--- config.mk ---
export PLATFORM = sky130hd
export DESIGN_NAME = serial_sat_add_ctrl_flat
export DESIGN_NICKNAME = d
export VERILOG_FILES = /design/src/rtl/serial_sat_add_ctrl_pkg.sv /design/src/rtl/serial_sat_add_ctrl_if.sv /design/src/rtl/serial_sat_add_ctrl_cla4_slice.sv /design/src/rtl/serial_sat_add_ctrl.sv /design/src/flat_wrapper.sv
export SDC_FILE = /design/constraint.sdc
export NUM_CORES = 1
export LEC_CHECK = 0
export CAP_MARGIN = 20
export CELL_PAD_IN_SITES_DETAIL_PLACEMENT = 1
export CELL_PAD_IN_SITES_GLOBAL_PLACEMENT = 1
export CORE_MARGIN = 4
export CORE_UTILIZATION = 41
export DETAILED_ROUTE_END_ITERATION = 16
export GPL_ROUTABILITY_DRIVEN = 0
export HOLD_SLACK_MARGIN = 0.15
export PLACE_DENSITY = 0.84
export SYNTH_ARGS = -nofsm -noshare
export SYNTH_HDL_FRONTEND = slang
export SYNTH_HIERARCHICAL = 1
export SYNTH_SLANG_ARGS = --single-unit
--- constraint.sdc ---
create_clock -name clk -period 4.3 [get_ports clk]
set_clock_uncertainty 0.15 [all_clocks]
set_input_delay 0.86 -clock clk [delete_from_list [all_inputs] [get_ports clk]]
set_output_delay 0.86 -clock clk [all_outputs]
set_load 0.05 [all_outputs]
--- src/rtl/serial_sat_add_ctrl_pkg.sv ---
// Shared types and constants for the nibble-serial saturating adder controller.
package serial_add_pkg;

  typedef enum logic [1:0] {
    OP_ADD    = 2'b00,
    OP_SUB    = 2'b01,
    OP_PADDSB = 2'b10
  } op_e;

  typedef enum logic [1:0] {
    ST_IDLE,
    ST_RUN,
    ST_DONE
  } state_e;

  localparam logic [15:0] SAT16_POS = 16'h7FFF;
  localparam logic [15:0] SAT16_NEG = 16'h8000;
  localparam int          NIBBLES   = 4;

endpackage

--- src/rtl/serial_sat_add_ctrl_if.sv ---
// Request/response bundle between the ALU stage and the serial adder controller.
interface serial_sat_add_ctrl_if;
  logic        start;
  logic [1:0]  op;
  logic [15:0] a;
  logic [15:0] b;
  logic        busy;
  logic        done;
  logic [15:0] result;
  logic        flag_n;
  logic        flag_z;
  logic        flag_v;

  modport master (
    output start, op, a, b,
    input  busy, done, result, flag_n, flag_z, flag_v
  );

  modport slave (
    input  start, op, a, b,
    output busy, done, result, flag_n, flag_z, flag_v
  );
endinterface

--- src/rtl/serial_sat_add_ctrl_cla4_slice.sv ---
// 4-bit carry-look-ahead slice; when sat is set a signed lane overflow clamps to 0x7/0x8.
module cla4_slice (
  input  logic [3:0] x,
  input  logic [3:0] y,
  input  logic       cin,
  input  logic       sat,
  output logic [3:0] sum,
  output logic       c3,
  output logic       cout
);
  logic [3:0] g;
  logic [3:0] p;
  logic [4:0] c;
  logic [3:0] raw;

  assign g = x & y;
  assign p = x ^ y;

  assign c[0] = cin;
  assign c[1] = g[0] | (p[0] & cin);
  assign c[2] = g[1] | (p[1] & g[0]) | (p[1] & p[0] & cin);
  assign c[3] = g[2] | (p[2] & g[1]) | (p[2] & p[1] & g[0]) | (p[2] & p[1] & p[0] & cin);
  assign c[4] = g[3] | (p[3] & g[2]) | (p[3] & p[2] & g[1]) | (p[3] & p[2] & p[1] & g[0])
              | (p[3] & p[2] & p[1] & p[0] & cin);

  assign raw  = p ^ c[3:0];
  assign c3   = c[3];
  assign cout = c[4];

  // Overflow only when both lane operands share a sign, so x[3] gives the clamp direction.
  assign sum = (sat && (c[3] ^ c[4])) ? (x[3] ? 4'h8 : 4'h7) : raw;
endmodule

--- src/rtl/serial_sat_add_ctrl.sv ---
// Nibble-serial saturating ADD/SUB/PADDSB controller; SERIAL_SUB_EN enables op 01 as SUB.
module serial_sat_add_ctrl
  import serial_add_pkg::*;
(
  input  logic                  clk,
  input  logic                  rst,
  serial_sat_add_ctrl_if.slave  bus
);
  localparam logic [1:0] LAST_NIB = 2'(NIBBLES - 1);

  state_e      state, state_nx;
  op_e         op_q, op_dec;
  logic [1:0]  cnt;
  logic [15:0] opa, opb, part, b_in;
  logic        carry_q;
  logic [15:0] result_q;
  logic        n_q, z_q, v_q;

  logic [3:0]  nib_a, nib_b, nib_sum;
  logic        nib_cin, nib_c3, nib_cout;
  logic        is_sub, is_packed, accept, last, ov16;
  logic [15:0] full, final_res;

  always_comb begin
    unique case (bus.op)
      2'b00:   op_dec = OP_ADD;
`ifdef SERIAL_SUB_EN
      2'b01:   op_dec = OP_SUB;
`else
      2'b01:   op_dec = OP_ADD;
`endif
      default: op_dec = OP_PADDSB;
    endcase
  end

`ifdef SERIAL_SUB_EN
  assign b_in   = (op_dec == OP_SUB) ? ~bus.b : bus.b;
  assign is_sub = (op_q == OP_SUB);
`else
  assign b_in   = bus.b;
  assign is_sub = 1'b0;
`endif

  assign is_packed = (op_q == OP_PADDSB);
  assign accept    = (state == ST_IDLE) && bus.start;
  assign last      = (state == ST_RUN) && (cnt == LAST_NIB);

  assign nib_a   = opa[{cnt, 2'b00} +: 4];
  assign nib_b   = opb[{cnt, 2'b00} +: 4];
  assign nib_cin = is_packed ? 1'b0 : ((cnt == 2'd0) ? is_sub : carry_q);

  cla4_slice u_slice (
    .x    (nib_a),
    .y    (nib_b),
    .cin  (nib_cin),
    .sat  (is_packed),
    .sum  (nib_sum),
    .c3   (nib_c3),
    .cout (nib_cout)
  );

  // Only meaningful on the last nibble, when the upper slice output completes the word.
  assign full      = {nib_sum, part[11:0]};
  assign ov16      = !is_packed && (nib_c3 ^ nib_cout);
  assign final_res = ov16 ? (opa[15] ? SAT16_NEG : SAT16_POS) : full;

  always_ff @(posedge clk) begin
    if (rst) state <= ST_IDLE;
    else     state <= state_nx;
  end

  // NOTE: every combinational output gets a default first so no path can infer a latch.
  always_comb begin
    state_nx = state;
    unique case (state)
      ST_IDLE: if (bus.start) state_nx = ST_RUN;
      ST_RUN:  if (cnt == LAST_NIB) state_nx = ST_DONE;
      ST_DONE: state_nx = ST_IDLE;
      default: state_nx = ST_IDLE;
    endcase
  end

  always_comb begin
    bus.busy = 1'b0;
    bus.done = 1'b0;
    unique case (state)
      ST_RUN:  bus.busy = 1'b1;
      ST_DONE: begin
        bus.busy = 1'b1;
        bus.done = 1'b1;
      end
      default: ;
    endcase
  end

  // NOTE: operand and partial-result registers carry no reset; they are always loaded on accept before use.
  always_ff @(posedge clk) begin
    if (accept) begin
      opa  <= bus.a;
      opb  <= b_in;
      op_q <= op_dec;
      part <= '0;
    end else if (state == ST_RUN) begin
      part[{cnt, 2'b00} +: 4] <= nib_sum;
    end
  end

  always_ff @(posedge clk) begin
    if (rst) begin
      cnt      <= 2'd0;
      carry_q  <= 1'b0;
      result_q <= '0;
      n_q      <= 1'b0;
      z_q      <= 1'b0;
      v_q      <= 1'b0;
    end else if (accept) begin
      cnt     <= 2'd0;
      carry_q <= 1'b0;
    end else if (state == ST_RUN) begin
      carry_q <= nib_cout;
      if (last) begin
        result_q <= final_res;
        n_q      <= final_res[15];
        z_q      <= (final_res == 16'h0000);
        v_q      <= ov16;
      end else begin
        cnt <= cnt + 2'd1;
      end
    end
  end

  assign bus.result = result_q;
  assign bus.flag_n = n_q;
  assign bus.flag_z = z_q;
  assign bus.flag_v = v_q;
endmodule

--- src/flat_wrapper.sv ---
// flat-port wrapper written by rule: the top's interface ports become plain ports
module serial_sat_add_ctrl_flat import serial_add_pkg::*;
  (clk, rst, bus_start, bus_op, bus_a, bus_b, bus_busy, bus_done, bus_result, bus_flag_n, bus_flag_z, bus_flag_v);
  serial_sat_add_ctrl_if bus_i ();
  input  logic clk;
  input  logic rst;
  input wire logic [$bits(bus_i.start)-1:0] bus_start;
  input wire logic [$bits(bus_i.op)-1:0] bus_op;
  input wire logic [$bits(bus_i.a)-1:0] bus_a;
  input wire logic [$bits(bus_i.b)-1:0] bus_b;
  output wire logic [$bits(bus_i.busy)-1:0] bus_busy;
  output wire logic [$bits(bus_i.done)-1:0] bus_done;
  output wire logic [$bits(bus_i.result)-1:0] bus_result;
  output wire logic [$bits(bus_i.flag_n)-1:0] bus_flag_n;
  output wire logic [$bits(bus_i.flag_z)-1:0] bus_flag_z;
  output wire logic [$bits(bus_i.flag_v)-1:0] bus_flag_v;
  assign bus_i.start = bus_start;
  assign bus_i.op = bus_op;
  assign bus_i.a = bus_a;
  assign bus_i.b = bus_b;
  assign bus_busy = bus_i.busy;
  assign bus_done = bus_i.done;
  assign bus_result = bus_i.result;
  assign bus_flag_n = bus_i.flag_n;
  assign bus_flag_z = bus_i.flag_z;
  assign bus_flag_v = bus_i.flag_v;
  serial_sat_add_ctrl u_core (.clk(clk), .rst(rst), .bus(bus_i));
endmodule
# Word level (Yosys, flattened, before mapping)

Index checks and enable logic that the tools add are counted.

Input port bits: 37
Bits in registers: 74
Output and inout port bits: 21
Logic and storage cells: 84

$add $sub $neg: 2
Bitwise gates (word level): 32
Equal/unequal tests: 7
Shifts and indexed selects: 4
Mux-type cells: 13
Reduce and logical (&&, ||, !) cells: 15

Operators with widths:

| operator                                                                | number |
|---|---|
| 16-bit two-way mux                                                      | 2 |
| 16-bit by 5-bit variable part select with 4-bit output                  | 2 |
| 1-bit AND                                                               | 16 |
| 16-bit bitwise mux                                                      | 1 |
| 16-bit logical NOT                                                      | 1 |
| 4-bit by 6-bit variable shift with 16-bit output (first input constant) | 1 |
| 4-bit by 6-bit variable part select with 16-bit output                  | 1 |
| 1-bit bitwise OR                                                        | 10 |
| 4-bit two-way mux                                                       | 2 |
| 4-bit bitwise XOR                                                       | 2 |
| 2-bit == test (second input constant)                                   | 3 |
| 2-bit logical NOT                                                       | 3 |
| 2-bit two-way mux                                                       | 3 |
| 4-bit negator with 6-bit output                                         | 1 |
| 2-bit OR reduction                                                      | 3 |
| 4-bit AND                                                               | 1 |
| 2-bit by 1-bit == test with 1-bit output (second input constant)        | 2 |
| 1-bit logical AND                                                       | 4 |
| 1-bit two-way mux                                                       | 4 |
| 2-bit case mux with 2 select lines                                      | 1 |
| 2-bit AND reduction                                                     | 2 |
| 3-bit AND reduction                                                     | 1 |
| 2-bit by 1-bit adder with 2-bit output (second input constant)          | 1 |
| 2-bit by 1-bit != test with 1-bit output (second input constant)        | 1 |
| other kinds (4)                                                         | 5 |

# Logic depth before layout (Yosys ltp)

Gate-level depths: netlist of run 1.

Word-level depth: 12
Depth in mapped cells: 12
Gate-level depth less buffers: 11

# Cells and area by module

The synthesis of run 1 kept the hierarchy.

By module, submodules not included:

| module              | area each (um2) | cells each | times used | sequential area each (um2) |
|---|---|---|---|---|
| serial_sat_add_ctrl | 2718.9          | 220        | 1          | 1691.6 |
| cla4_slice          | 274.0           | 30         | 1          | 0.0 |

# Worst setup path after synthesis of run 1

Ideal clock, no wire load.

Path kind: register to register
Start point: reg u_core.cnt[0]
End point: reg u_core.z_q (netlist: u_core/bus.flag_z)
Path buffers: 1
Slack: 0.953 ns
Setup time: 0.071 ns
Data arrival time: 3.127 ns
Data required time: 4.079 ns
Cell stages (with the launch flop): 11
Path through: dfxtp_1 buf_4 mux4_2 ha_1 or3b_4 mux2i_2 mux2i_1 nor3_1 nand2_1 or4_1 a21oi_1

Word-level cells in the longest chain between the ends: 12
Elaborated cells on any way between the ends: 44
Classes of those cells: eq/ne (1); shift (2); mux (5); bitwise (30); reduce/logical (6)

RTL lines:

| item                                                       | line                                                                       | source |
|---|---|---|
| start, declared                                            | serial_sat_add_ctrl.sv:13                                                  | `logic [1:0] cnt;` |
| start signal, assigned                                     | serial_sat_add_ctrl.sv:127                                                 | `cnt <= cnt + 2'd1;` |
| 16-bit by 5-bit variable part select with 4-bit output (*) | serial_sat_add_ctrl.sv:48                                                  | `assign nib_a = opa[{cnt, 2'b00} +: 4];` |
| named net u_core.nib_a[3]                                  | serial_sat_add_ctrl.sv:19                                                  | `logic [3:0] nib_a, nib_b, nib_sum;` |
| 4-bit bitwise XOR                                          | serial_sat_add_ctrl_cla4_slice.sv:17                                       | `assign p = x ^ y;` |
| 1-bit AND (on tied branches)                               | serial_sat_add_ctrl_cla4_slice.sv:23, serial_sat_add_ctrl_cla4_slice.sv:24 |  |
| 1-bit bitwise OR (tied with other cells) (2 in a row)      | serial_sat_add_ctrl_cla4_slice.sv:23                                       | `assign c[4] = g[3] \| (p[3] & g[2]) \| (p[3] & p[2] & g[1]) \| (p[3] & p[2] & p[1] & g[0])` |
| 1-bit bitwise OR / 1-bit AND (equally long branches)       | serial_sat_add_ctrl_cla4_slice.sv:23, serial_sat_add_ctrl_cla4_slice.sv:24 |  |
| 1-bit bitwise OR                                           | serial_sat_add_ctrl_cla4_slice.sv:24                                       | `\| (p[3] & p[2] & p[1] & p[0] & cin);` |
| 1-bit bitwise XOR                                          | serial_sat_add_ctrl_cla4_slice.sv:31                                       | `assign sum = (sat && (c[3] ^ c[4])) ? (x[3] ? 4'h8 : 4'h7) : raw;` |
| 1-bit logical AND                                          | serial_sat_add_ctrl_cla4_slice.sv:31                                       |  |
| 4-bit two-way mux (*)                                      | serial_sat_add_ctrl_cla4_slice.sv:31                                       |  |
| named net u_core.nib_sum[0]                                | serial_sat_add_ctrl.sv:19                                                  |  |
| 16-bit two-way mux (*)                                     | serial_sat_add_ctrl.sv:65                                                  | `assign final_res = ov16 ? (opa[15] ? SAT16_NEG : SAT16_POS) : full;` |
| 16-bit logical NOT (*)                                     | serial_sat_add_ctrl.sv:124                                                 | `z_q <= (final_res == 16'h0000);` |
| end signal, assigned                                       | serial_sat_add_ctrl.sv:124                                                 |  |
| end, declared                                              | serial_sat_add_ctrl.sv:17                                                  | `logic n_q, z_q, v_q;` |

The timed path passes the listed nets; every way through them passes the cells marked *.
A chain may end at the register's enable or synchronous reset.

# Worst setup path in the final report of run 1

Start point: reg u_core.cnt[1]
End point: reg u_core.z_q (netlist: u_core/bus.flag_z)

Elaborated cells on any way between the ends: 44
Classes of those cells: eq/ne (1); shift (2); mux (5); bitwise (30); reduce/logical (6)

RTL lines:

| item                           | line                                 | source |
|---|---|---|
| 2-bit logical NOT              | serial_sat_add_ctrl.sv:50            | `assign nib_cin = is_packed ? 1'b0 : ((cnt == 2'd0) ? is_sub : carry_q);` |
| 1-bit two-way mux (2 in a row) | serial_sat_add_ctrl.sv:50            |  |
| named net u_core.nib_cin       | serial_sat_add_ctrl.sv:20            | `logic nib_cin, nib_c3, nib_cout;` |
| 1-bit AND                      | serial_sat_add_ctrl_cla4_slice.sv:22 | `assign c[3] = g[2] \| (p[2] & g[1]) \| (p[2] & p[1] & g[0]) \| (p[2] & p[1] & p[0] & cin);` |
| 1-bit bitwise OR               | serial_sat_add_ctrl_cla4_slice.sv:22 |  |
| named net u_core.nib_c3        | serial_sat_add_ctrl.sv:20            |  |
| 1-bit bitwise XOR              | serial_sat_add_ctrl_cla4_slice.sv:31 |  |
| 1-bit logical AND              | serial_sat_add_ctrl_cla4_slice.sv:31 |  |
| 4-bit two-way mux              | serial_sat_add_ctrl_cla4_slice.sv:31 |  |
| named net u_core.nib_sum[0]    | serial_sat_add_ctrl.sv:19            |  |
| 16-bit two-way mux             | serial_sat_add_ctrl.sv:65            |  |
| 16-bit logical NOT             | serial_sat_add_ctrl.sv:124           |  |

The timed path passes the listed nets, and every way through them passes these cells.

==> metrics.cfg, run 1 <==
[status]
status=complete, no violations

[drt]
drtIter0Drc=74
drt-total-wl_mm=6.652
vias_per_cell=5.265
route.detailed.drc=0
detail-route-antenna-nets=0
detail_route.wl_per_cell_um=16.34
vias=2143
drtPass1Iterations=4

[floorplan]
effective_utilization_at_floorplan_pct=43.10
die-width_um=93.44
design.portCount=58
fp.dieArea_mm2=0.008731
cell_rows=30
core_mm2=0.006944
die_y_um=93.44

[power_and_ir_drop]
power.static_leakage_nw=1.313
peakVddDrop_v=0.0002368
cellPowerDensity_mw_per_mm2=608.3

[place]
hpwl_mm=4.821
numPortBuffers=56
place_ws_ns=0.1524
dpl-instance-area_mm2=0.003621

[min_path]
min-delay-path-class=reg2reg
worst_hold_path.num_cells=2
terminating_pin_of_the_worst_hold_path=u_core/bus.result[1]
holdCritStartpoint=u_core/bus.result[1]

[final_layout]
most-common-layout-cells=56 x sky130_fd_sc_hd__clkdlybuf4s50_1, 34 x sky130_fd_sc_hd__dfxtp_1, 33 x sky130_fd_sc_hd__edfxtp_1, 27 x sky130_fd_sc_hd__nand2_1, 21 x sky130_fd_sc_hd__a21oi_1
finalInstanceArea_mm2=0.003855
insertedDiodeCount=0
share_of_final_layout_standard_cells_stronger_than_drive_strength_1_pct=10.29
most_frequent_standard_cell_in_the_layout_excluding_fill_and_tap_cells=sky130_fd_sc_hd__clkdlybuf4s50_1
seq_area_mm2=0.001693
fin_nets=357
num-fill-cells=711
multi_input_comb_area_mm2=0.001199
area_growth_pct=28.80

[synth]
mean_area_per_synthesized_cell_um2=11.97
yosys-top-cells-area=sky130_fd_sc_hd__edfxtp_1 33%, sky130_fd_sc_hd__dfxtp_1 23%, sky130_fd_sc_hd__mux4_2 6.0%
syn-cell-area_mm2=0.002993
post_synth_inst_count=250
synthDominantAreaCellType=sky130_fd_sc_hd__edfxtp_1
syn-num-nets=301
synth_cell_type_count=39
synth_top_area_share_pct=33.11
register_area_share_after_synthesis_pct=56.52
synth_seq_cells=68
yosys_warnings=6

[critical_path]
cp.required_ns=4.41
regToRegStartpoint=u_core/cnt[1]
criticalPathCategory=reg2reg
critical_path_arrival_ns=3.78
launching_element_of_the_worst_setup_path=u_core/cnt[1]
path_max_fanout=11
regToRegSetupSlack_ns=0.63
critPathCaptureType=register
r2r-end=u_core/bus.flag_z
critical_path.startpoint_type=register
ff2ff_path_depth=11

[timing]
period_needed_ns=3.666
slew_of_the_pin_with_the_lowest_slew_margin_ns=0.8675
min_setup_slack_post_route_ns=0.6338
timing.setup.tns_ns=0
setup_viol=0
setup_repair_after_global_routing_missed_its_margin=false
final_slew_violations=0
max_freq_ghz=0.2728
fin_crit_sh_pct=85.26
timing.slew.headroom_pct=41.98
finalHoldViolCount=0

[grt]
globalRoute.totalOverflow=0
grt_start_max_net_pins=49
grt_pass1_wl_mm=11.18
first_global_vias=2252
grt_antenna_before_repair=0
grtUsageTotal_pct=17.06

[job]
max_cap_viol_count=0

[clocking]
clockBufferDepth=2
clkSlewWorstSetupHoldPaths_ns=0.07
ctsRootBufferMaster=sky130_fd_sc_hd__clkbuf_8
tritoncts_clock_tree=yes
cts.htree.levels=3
number_of_cts_inserted_buffers=9
worstSkewPairLatency_ns=0.34
postCtsSetupRepairBufs=0
numClockSinks=68

-- power breakdown --
group	internal, mW	switching [mW]	total, mW
Sequential	0.796	0.0622	0.858
Clock	0.380	0.234	0.615
Combinational	0.335	0.537	0.872
-- cell usage after synthesis (all sizes together) --
cell type  instances
a211oi             3
a21o               1
a21oi             21
a22oi             12
a311oi             1
and3               1
buf                8
clkbuf             5
dfxtp             35
edfxtp            33
fa                 1
ha                13
inv               10
mux2i              7
mux4               8
nand2             27
nand3              2
nor2              21
nor2b              1
nor3               9
nor3b              1
nor4               3
nor4b              1
o211ai            15
o21ai              2
o21bai             1
o32ai              1
or2b               1
or3b               1
or4                1
xnor2              2
xor2               2
-- state kept, by name, summed over array words and instances (netlist names) --
signal	count
u_core/op_q	1
u_core/bus.flag_v	1
u_core/carry_q	1
u_core/opa	16
u_core/bus.flag_z	1
u_core/opb	16
u_core/state	2
u_core/cnt	2
u_core/part	12
u_core/bus.result	16
-- cells by family (layout without fill, tap and decap cells) --
group	Yosys count	count (layout)	share of synthesized area [%]
and+or+nand+nor	69	69	10.49
buffers and inverters	23	84	3.512
muxes	15	15	8.904
AOI/OAI and AO/OA	57	57	13.29
xor gates and xnor gates	4	4	1.171
adders and majority gates	14	14	6.104
DFF	68	68	56.52
-- layer usage --
layer / track usage (%) / vias up / wire (um)
li1: - / 1036 / -
met1: 19.19 / 1033 / 2701
met2: 29.01 / 60 / 3371
met3: 5.310 / 14 / 394
met4: 8.669 / 0 / 186
met5: 0 / - / 0
-- worst max-delay path: stages (launching register included) --
cell	delay, ns
sky130_fd_sc_hd__dfxtp_1	0.62
sky130_fd_sc_hd__inv_1	0.16
sky130_fd_sc_hd__ha_1	0.26
sky130_fd_sc_hd__nor3b_1	0.50
sky130_fd_sc_hd__a211oi_4	0.17
sky130_fd_sc_hd__o21bai_4	0.29
sky130_fd_sc_hd__mux2i_2	0.31
sky130_fd_sc_hd__mux2i_1	0.25
sky130_fd_sc_hd__nor3_1	0.25
sky130_fd_sc_hd__nand2_1	0.07
sky130_fd_sc_hd__or4_1	0.40
sky130_fd_sc_hd__a21oi_1	0.14
-- layout make-up --
type                    instances  area share, %
well taps                      96          3.116
clock buffers                  10          3.311
repair buffers                 58          14.93
flip-flops and latches         68          43.91
clock inverters                 6          2.661
multi-input cells             159          31.09
inverters                      10         0.9737
-- what timing repair did --
| item | 4_1_cts | 5_1_grt |
|---|---|---|
| endpoints found under the setup margin | 0 | 15 |
| gates resized for setup | 0 | 2 |
| hold buffers | 0 | 0 |
-- stage by stage --
stage                     instances  hold slack, ns  power, mW  util, %
final                           407          0.3028      2.345    55.51
after CTS                       407          0.3061      2.365    55.46
after floorplan                 250          0.3302      1.510        -
after global routing            407          0.3276      2.495    55.51
after global placement          391          0.2875      1.690    52.14
after detailed placement        391          0.2966      1.744    52.14
-- worst max path at each step --
stage	endpoint	slack (ns)	cells past startpoint
2_1_floorplan	u_core/bus.flag_z	0.95	10
3_3_place_gp	u_core/bus.result[13]	0.30	9
3_5_place_dp	u_core/bus.result[3]	0.15	9
4_1_cts	u_core/bus.result[10]	0.11	9
5_1_grt	u_core/bus.result[6]	0.31	9
6_report	u_core/bus.flag_z	0.63	11
(Power assumes the default switching activity.)
==> inputs of run 2 (changes only) <==
--- a/config.mk
+++ b/config.mk
@@ -14,6 +14,7 @@
 export GPL_ROUTABILITY_DRIVEN = 0
 export HOLD_SLACK_MARGIN = 0.15
 export PLACE_DENSITY = 0.84
+export SKIP_CTS_REPAIR_TIMING = 1
 export SYNTH_ARGS = -nofsm -noshare
 export SYNTH_HDL_FRONTEND = slang
 export SYNTH_HIERARCHICAL = 1
==> results of run 2 <==
Same layout as run 1: the final DEF is identical, and so are final timing and power.
